<file path="config.mk">
export PLATFORM = sky130hd
export DESIGN_NAME = sd_block_server
export DESIGN_NICKNAME = d
export VERILOG_FILES = /design/src/rtl/sd_block_server.sv
export SDC_FILE = /design/constraint.sdc
export NUM_CORES = 1
export LEC_CHECK = 0
export CORE_ASPECT_RATIO = 0.9
export CORE_MARGIN = 2
export CORE_UTILIZATION = 37
export CTS_CLUSTER_SIZE = 14
export DETAILED_ROUTE_END_ITERATION = 7
export DONT_BUFFER_PORTS = 1
export PLACE_DENSITY = 0.52
export SYNTH_ARGS = -nofsm -noshare
export SYNTH_HDL_FRONTEND = slang
export SYNTH_SLANG_ARGS = --single-unit
</file>
<file path="constraint.sdc">
create_clock -name clk -period 2.6 [get_ports clk]
set_input_delay 0.52 -clock clk [delete_from_list [all_inputs] [get_ports clk]]
set_output_delay 0.52 -clock clk [all_outputs]
set_load 0.02 [all_outputs]
</file>
<file path="src/rtl/sd_block_server.sv">
// sd_block_server: responder for the sd_rd/sd_wr/sd_ack block protocol.
// Serves 512-byte blocks from a byte-wide image memory. Blocks at or past
// img_blocks read as zeros and swallow writes.
// Optional macro SD_BLOCK_SERVER_WP_EN adds img_wp/wp_hit (write protect).
module sd_block_server #(
  parameter int IMG_AW   = 18,
  parameter int BYTE_GAP = 0
) (
  input  logic              clk,
  input  logic              reset,
  input  logic [31:0]       sd_lba,
  input  logic              sd_rd,
  input  logic              sd_wr,
  output logic              sd_ack,
  output logic [8:0]        sd_buff_addr,
  output logic [7:0]        sd_buff_dout,
  input  logic [7:0]        sd_buff_din,
  output logic              sd_buff_wr,
  input  logic [15:0]       img_blocks,
  output logic [IMG_AW-1:0] img_addr,
  output logic              img_rd,
  output logic              img_wr,
  output logic [7:0]        img_wdata,
  input  logic [7:0]        img_rdata,
  input  logic              img_ready
`ifdef SD_BLOCK_SERVER_WP_EN
  ,
  input  logic              img_wp,
  output logic              wp_hit
`endif
);

  typedef enum logic [3:0] {
    IDLE, RD_REQ, RD_WAIT, RD_PUT, WR_ADDR, WR_CAP, WR_MEM, GAP, DONE
  } state_t;

  state_t state, state_nx, resume;

  logic [IMG_AW-10:0] lba_r;     // only the bits that reach img_addr
  logic               dir_wr;
  logic               in_range;
  logic [8:0]         idx;
  logic [7:0]         data_r;
  logic [15:0]        gap_cnt;
  logic               accept;
  logic               accept_range;
  logic               byte_end;  // last cycle spent on the current byte
  logic               mem_ok;    // this block may write the image

  assign accept       = (state == IDLE) && (sd_rd || sd_wr);
  assign accept_range = sd_lba < {16'd0, img_blocks};

`ifdef SD_BLOCK_SERVER_WP_EN
  logic wp_r;
  assign mem_ok = in_range && !wp_r;
  assign wp_hit = (state == DONE) && wp_r;
`else
  assign mem_ok = in_range;
`endif

  // Outputs are pure decodes of state, so reset clears them immediately.
  assign sd_ack       = (state != IDLE) && (state != DONE);
  assign sd_buff_wr   = (state == RD_PUT);
  assign sd_buff_addr = idx;
  assign sd_buff_dout = data_r;
  assign img_wdata    = data_r;
  assign img_rd       = (state == RD_REQ) || (state == RD_WAIT);
  assign img_wr       = (state == WR_MEM) && mem_ok;
  assign img_addr     = {lba_r, idx};

  // Next-state: per-byte sub-sequence, then a common advance/finish step.
  always_comb begin
    state_nx = state;
    byte_end = 1'b0;
    resume   = dir_wr ? WR_ADDR : (in_range ? RD_REQ : RD_PUT);
    case (state)
      IDLE: begin
        if (sd_rd)      state_nx = accept_range ? RD_REQ : RD_PUT;
        else if (sd_wr) state_nx = WR_ADDR;
      end
      RD_REQ, RD_WAIT: state_nx = img_ready ? RD_PUT : RD_WAIT;
      RD_PUT:          byte_end = 1'b1;
      WR_ADDR:         state_nx = WR_CAP;
      WR_CAP: begin
        // Protected in-range blocks still spend the WR_MEM cycle so ack
        // timing matches an ordinary write.
        if (in_range) state_nx = WR_MEM;
        else          byte_end = 1'b1;
      end
      WR_MEM:          if (img_ready || !mem_ok) byte_end = 1'b1;
      GAP:             if (gap_cnt == 16'(BYTE_GAP - 1)) state_nx = resume;
      DONE:            state_nx = IDLE;
      default:         state_nx = IDLE;
    endcase
    if (byte_end)
      state_nx = (idx == 9'd511) ? DONE : ((BYTE_GAP > 0) ? GAP : resume);
  end

  // State, request latch, byte index, data holding register and gap pacing.
  always_ff @(posedge clk or posedge reset) begin
    if (reset) begin
      state    <= IDLE;
      lba_r    <= '0;
      dir_wr   <= 1'b0;
      in_range <= 1'b0;
      idx      <= '0;
      data_r   <= '0;
      gap_cnt  <= '0;
`ifdef SD_BLOCK_SERVER_WP_EN
      wp_r     <= 1'b0;
`endif
    end else begin
      state <= state_nx;
      if (accept) begin
        lba_r    <= sd_lba[IMG_AW-10:0];
        dir_wr   <= !sd_rd;
        in_range <= accept_range;
        idx      <= '0;
        data_r   <= '0;  // out-of-range reads never reload this
`ifdef SD_BLOCK_SERVER_WP_EN
        wp_r     <= !sd_rd && img_wp;
`endif
      end
      if (img_rd && img_ready) data_r <= img_rdata;
      if (state == WR_CAP)     data_r <= sd_buff_din;
      if (byte_end) begin
        gap_cnt <= '0;
        idx     <= (idx == 9'd511) ? 9'd0 : idx + 9'd1;
      end else if (state == GAP) begin
        gap_cnt <= gap_cnt + 16'd1;
      end
    end
  end

endmodule

</file>
After elaboration in Yosys (flattened, before gate mapping)
Cells that the tools add are included.

word-level totals
  input port bits = 69
  logic and storage cells = 63
  bits in registers = 48
  output and inout port bits = 47

operators by class
  multiplexer cells = 22
  $add $sub $neg = 2
  reduce and logical (&&, ||, !) cells = 17
  eq/ne operators = 14
  order comparisons = 1

operators with widths
  kind                                           count
  less-than comparator 32 x 16 -> 1 bit          1
  two-way mux 16 bit                             2
  two-way mux 9 bit                              3
  two-way mux 4 bit                              6
  two-way mux 8 bit                              3
  one-hot mux 4 bit (6 select lines)             1
  adder 16 x 1 -> 16 bit, second input constant  1
  == test 16 bit, second input constant          1
  == test 4 x 3 -> 1 bit, second input constant  4
  adder 9 x 1 -> 9 bit, second input constant    1
  == test 9 bit, second input constant           1
  == test 4 x 2 -> 1 bit, second input constant  2
  != test 4 bit, second input constant           2
  != test 3 bit, second input constant           2
  == test 4 x 1 -> 1 bit, second input constant  1
  logical AND 1 bit                              4
  logical NOT 4 bit                              1
  two-way mux 2 bit                              2
  AND reduction 4 bit                            1
  nonzero test 2 bit                             2
  nonzero test 4 bit                             1
  OR reduction 2 bit                             2
  logical OR 1 bit                               3
  two-way mux 1 bit                              3
  5 further kinds                                6

Logic depth before layout (Yosys ltp)
Gate-level depths: netlist of the first run.

  word-level depth = 6
  mapped depth = 9
  depth with buffers taken out = 8

Worst setup path after synthesis of the first run
No wires, ideal clock.

  path kind = register to register
  from = register idx[0], in the netlist sd_buff_addr[0]
  to = register idx[5], in the netlist sd_buff_addr[5]
  clock period less this slack = 2264 ps
  data arrival time = 2185 ps
  buffers on the path = 1
  setup time = 79 ps
  stages on the path, launching flop included = 10
  required time = 2521 ps
  path slack = 336 ps
  path through = dfrtp_1 ha_1 and3_1 and3_1 and3_1 ha_1 nor3_2 buf_2 a21oi_1 mux2i_1

on the way
  cells in the longest elaborated chain, start to end = 3
  elaborated cells between the ends (all ways) = 4
  classes of those cells = 1 x add/sub; 1 x eq/ne; 2 x mux

ends and longest elaborated chain
  what                                                   line  source
  from (decl)                                            42    logic [8:0] idx;
  from (signal assigned)                                 128   idx <= (idx == 9'd511) ? 9'd0 : idx + 9'd1;
  adder 9 x 1 -> 9 bit or == test 9 bit (tied branches)  128
  two-way mux 9 bit (*)                                  128
  two-way mux 9 bit (*)                                  126   if (byte_end) begin

Mark *: on every way between the ends. The rest lies on a longest branch, timed or not.
A chain may end at the register's enable or synchronous reset.

Final worst setup path of the first run
  from = register idx[0], in the netlist sd_buff_addr[0]
  to = register idx[7], in the netlist sd_buff_addr[7]

Same word-level chain as after synthesis.

==> results of run 1 <==
-- cell usage in the layout (no fill, tap or decap), types with 2 or more instances in the layout --
master,synthesis,final
a31oi_1,2,2
and4_1,2,2
ha_1,18,18
nand2_1,55,55
and2_1,5,5
xor2_1,14,14
nor2b_1,4,4
dfrtp_1,48,48
o311ai_0,2,2
inv_1,20,19
nand3_1,9,9
o21ai_0,20,19
a22o_1,4,4
nand4_1,7,7
and4b_1,2,2
and3_1,16,16
a21oi_1,20,20
clkbuf_8,0,5
nor2_1,29,29
nor4_1,3,3
buf_4,18,18
nor3_1,5,5
a211oi_1,2,2
o211ai_1,2,2
o21ai_1,1,2
mux2i_1,5,5
nor3_2,2,2
xnor2_1,3,3
a21o_1,2,2
nand2b_1,2,2
-- cell families (layout without fill, tap and decap cells) --
kind of cell    count (synthesis)  in the layout  synth area share
flops                          48             48             0.402
fa+ha+maj                      18             18            0.0753
xor+xnor                       17             17            0.0498
compound gates                 60             60             0.123
mux                             6              6            0.0205
buf+inv                        50             47            0.0891
simple gates                  146            146             0.241
-- stage by stage --
stage / setup WS, ps / instance area, µm² / cells
after floorplan: 336 / 2990 / 345
after global placement: 457 / 3060 / 432
after detailed placement: 387 / 3060 / 432
after CTS: 350 / 3160 / 441
after global routing: 191 / 3160 / 441
final: 355 / 3160 / 441
-- final cells by class --
type | instances | area, µm²
clock buffer | 5 | 68.8
fill | 814 | 4790
timing repair buffer | 19 | 145
tap | 99 | 124
multi-input combinational | 247 | 1520
inverter | 20 | 75.1
clock inverter | 3 | 22.5
sequential | 48 | 1200
-- timing repair --
action	CTS	global route
hold buffers	1	0
buffers inserted	0	0
hold endpoints to repair	6	0
-- worst min-delay path by stage --
stage	cells past startpoint	from	end	slack, ps
after detailed placement	1	reset	lba_r[5]	300
final	1	sd_rd	dir_wr	300
after CTS	1	sd_rd	dir_wr	280
after global placement	1	reset	lba_r[5]	300
after global routing	1	sd_rd	dir_wr	280
after floorplan	2	gap_cnt[13]	gap_cnt[13]	500
-- cell usage after synthesis, drive strengths merged --
cell type	count	area [µm²]
a21oi	20	100
a211oi	2	15.0
ha	18	225
and3	16	100
inv	20	75.1
a21o	2	15.0
and4	2	17.5
o311ai	2	17.5
nand2b	2	12.5
or3	2	17.5
o21ai	21	105
nor4	4	31.3
xnor2	3	26.3
nor2b	4	25.0
xor2	14	123
buf	22	161
nand2	55	206
a21boi	1	7.51
nor3	7	45.0
clkbuf	8	30.0
o221ai	1	8.76
o21a	1	7.51
and3b	1	8.76
nor3b	1	7.51
nand3	9	45.0
a22o	4	35.0
and4b	2	20.0
a2bb2o	1	20.0
mux2i	5	50.1
nand4	7	43.8
a31oi	2	12.5
and2	5	31.3
a22oi	1	7.51
nor2	29	109
dfrtp	48	1200
mux2	1	11.3
o211ai	2	15.0
-- sequential cells by signal, summed over array words and instances, names as in the netlist --
| signal | cells |
|---|---|
| img_wdata | 8 |
| lba_r | 9 |
| sd_buff_addr | 9 |
| state | 4 |
| dir_wr | 1 |
| gap_cnt | 16 |
| in_range | 1 |
-- report_power, final --
part | switching, W | leakage, nW | internal, W | total [W]
sequential | 0 | 0.651 | 0.000746 | 0.000746
clock | 0.000260 | 0.0485 | 0.000193 | 0.000453
combinational | 0.0000386 | 0.824 | 0.0000242 | 0.0000627
-- routing by layer --
layer / GRT usage / wire length, µm
met1: 0.206 / 2990
met2: 0.265 / 3080
met3: 0.0352 / 368
met4: 0.0411 / 57
met5: 0 / 0
-- worst max-delay path: stages (launching register included) --
cell and delay [ps]:
dfrtp_1 390, ha_1 230, and3_1 220, and3_1 200
and3_1 190, ha_1 210, nor3_2 260, buf_4 240
a21o_1 130, a22o_1 130
==> impl_metrics.yaml, run 1 <==
logic_synthesis:
  yosysSeqAreaShare: 0.402
  synth_cell_types: 43
  syn_nets: 432
  avgSynthCellArea_um2: 8.67
  synth_cells: 345
  yosys_warnings: 0
  synth-seq-cells: 48
  syn_area_mm2: 0.00299
floorplanning:
  initial_core_util: 0.376
  core_mm2: 0.00795
  die_w_um: 98.8
  design.die.area_mm2: 0.00882
  pin_count: 116
  die_h_um: 89.3
  row_count: 31
setup_path:
  worstSetupPathType: "reg2reg"
  cp.arrival_ps: 2490
  crit_path_end_kind: "register"
  rr_startpoint: "sd_buff_addr[0]"
  start_kind: "register"
  ff2ff_path_depth: 9
  crit_path_start: "sd_buff_addr[0]"
  regToRegSetupSlack_ps: 350
  cp_max_fo: 13
  cp_data_required_time_ps: 2850
  worstSetupEndpoint: "sd_buff_addr[7]"
  rr_endpoint: "sd_buff_addr[7]"
sta:
  fmaxAchievable_mhz: 445
  layout_worst_path_cycle_share: 0.864
  rsz0062_at_grt: "false"
  holdWs_ps: 295
  finalMaxSlewViolations: 0
  fin_tns_setup_ps: 0
  finalHoldViolCount: 0
  period_needed_ps: 2250
  setup_violations: 0
  slew_headroom: 0.455
  worst_pin_slew_ps: 812
  skew_ps: 11.1
finish:
  n_antenna_cell: 0
  nNetsFinal: 428
  final_core_util: 0.397
  area_growth_syn_to_layout_pct: 5.65
  layout-drive-gt1-share: 0.0965
run_status:
  status: "completed"
placed_design:
  routabilityCongestion: 0.753
  post-dp-hpwl_um: 4880
  portBuffers: 0
cts:
  tritoncts: "built"
  cts_made_buffers: 5
  cts.clk_slew.worst_paths_ps: 100
  cts_resized: 0
  clock-root-buffer: "clkbuf_8"
  cts.sinks: 48
  htreeDepth: 2
  insertion_delay_ps: 300
  clock_path_buffers: 2
route:
  post_drt_wl_per_cell_um: 14.7
  first_iter_violations: 69
  vias: 2297
  drc: 0
  routed_wl_um: 6500
  dr.pass1.iters: 6
  via_per_inst: 5.21
  antenna_left: 0
worst_hold_path:
  hold_class: "in2reg"
global_routing:
  grt_util_all_layers: 0.157
  overflow: 0
  grt_pass1_wl_um: 11100
  antenna_found_initial: 0
  grt_pass1_vias: 2263
  grt_max_degree: 43
power:
  power_leakage_nw: 1.52
  powerDensity_mw_per_mm2: 399
  peakVddDrop_mv: 0.198
  power.total_w: 0.00126
flow_run:
  maxCapViolCount: 0
Power figures use the tool's default switching activity.
==> run 2: changes to the inputs <==
--- a/config.mk
+++ b/config.mk
@@ -12,6 +12,7 @@
 export DETAILED_ROUTE_END_ITERATION = 7
 export DONT_BUFFER_PORTS = 1
 export PLACE_DENSITY = 0.52
+export SKIP_CTS_REPAIR_TIMING = 1
 export SYNTH_ARGS = -nofsm -noshare
 export SYNTH_HDL_FRONTEND = slang
 export SYNTH_SLANG_ARGS = --single-unit
==> results of run 2 <==
Final layout, timing and power as in run 1 (identical DEF).
Main changes from that run: via count of the first global-routing pass 2263 -> 2251; overall routing resource usage 0.157 -> 0.156; met2 usage 0.265 -> 0.264
==> run 3: changes to the inputs <==
--- a/config.mk
+++ b/config.mk
@@ -13,6 +13,7 @@
 export DONT_BUFFER_PORTS = 1
 export PLACE_DENSITY = 0.52
 export SKIP_CTS_REPAIR_TIMING = 1
+export SLEW_MARGIN = 20
 export SYNTH_ARGS = -nofsm -noshare
 export SYNTH_HDL_FRONTEND = slang
 export SYNTH_SLANG_ARGS = --single-unit
==> results of run 3 <==
Final layout, timing and power as in run 1 (identical DEF).
Main changes from that run: via count of the first global-routing pass 2263 -> 2251; overall routing resource usage 0.157 -> 0.156; met2 usage 0.265 -> 0.264
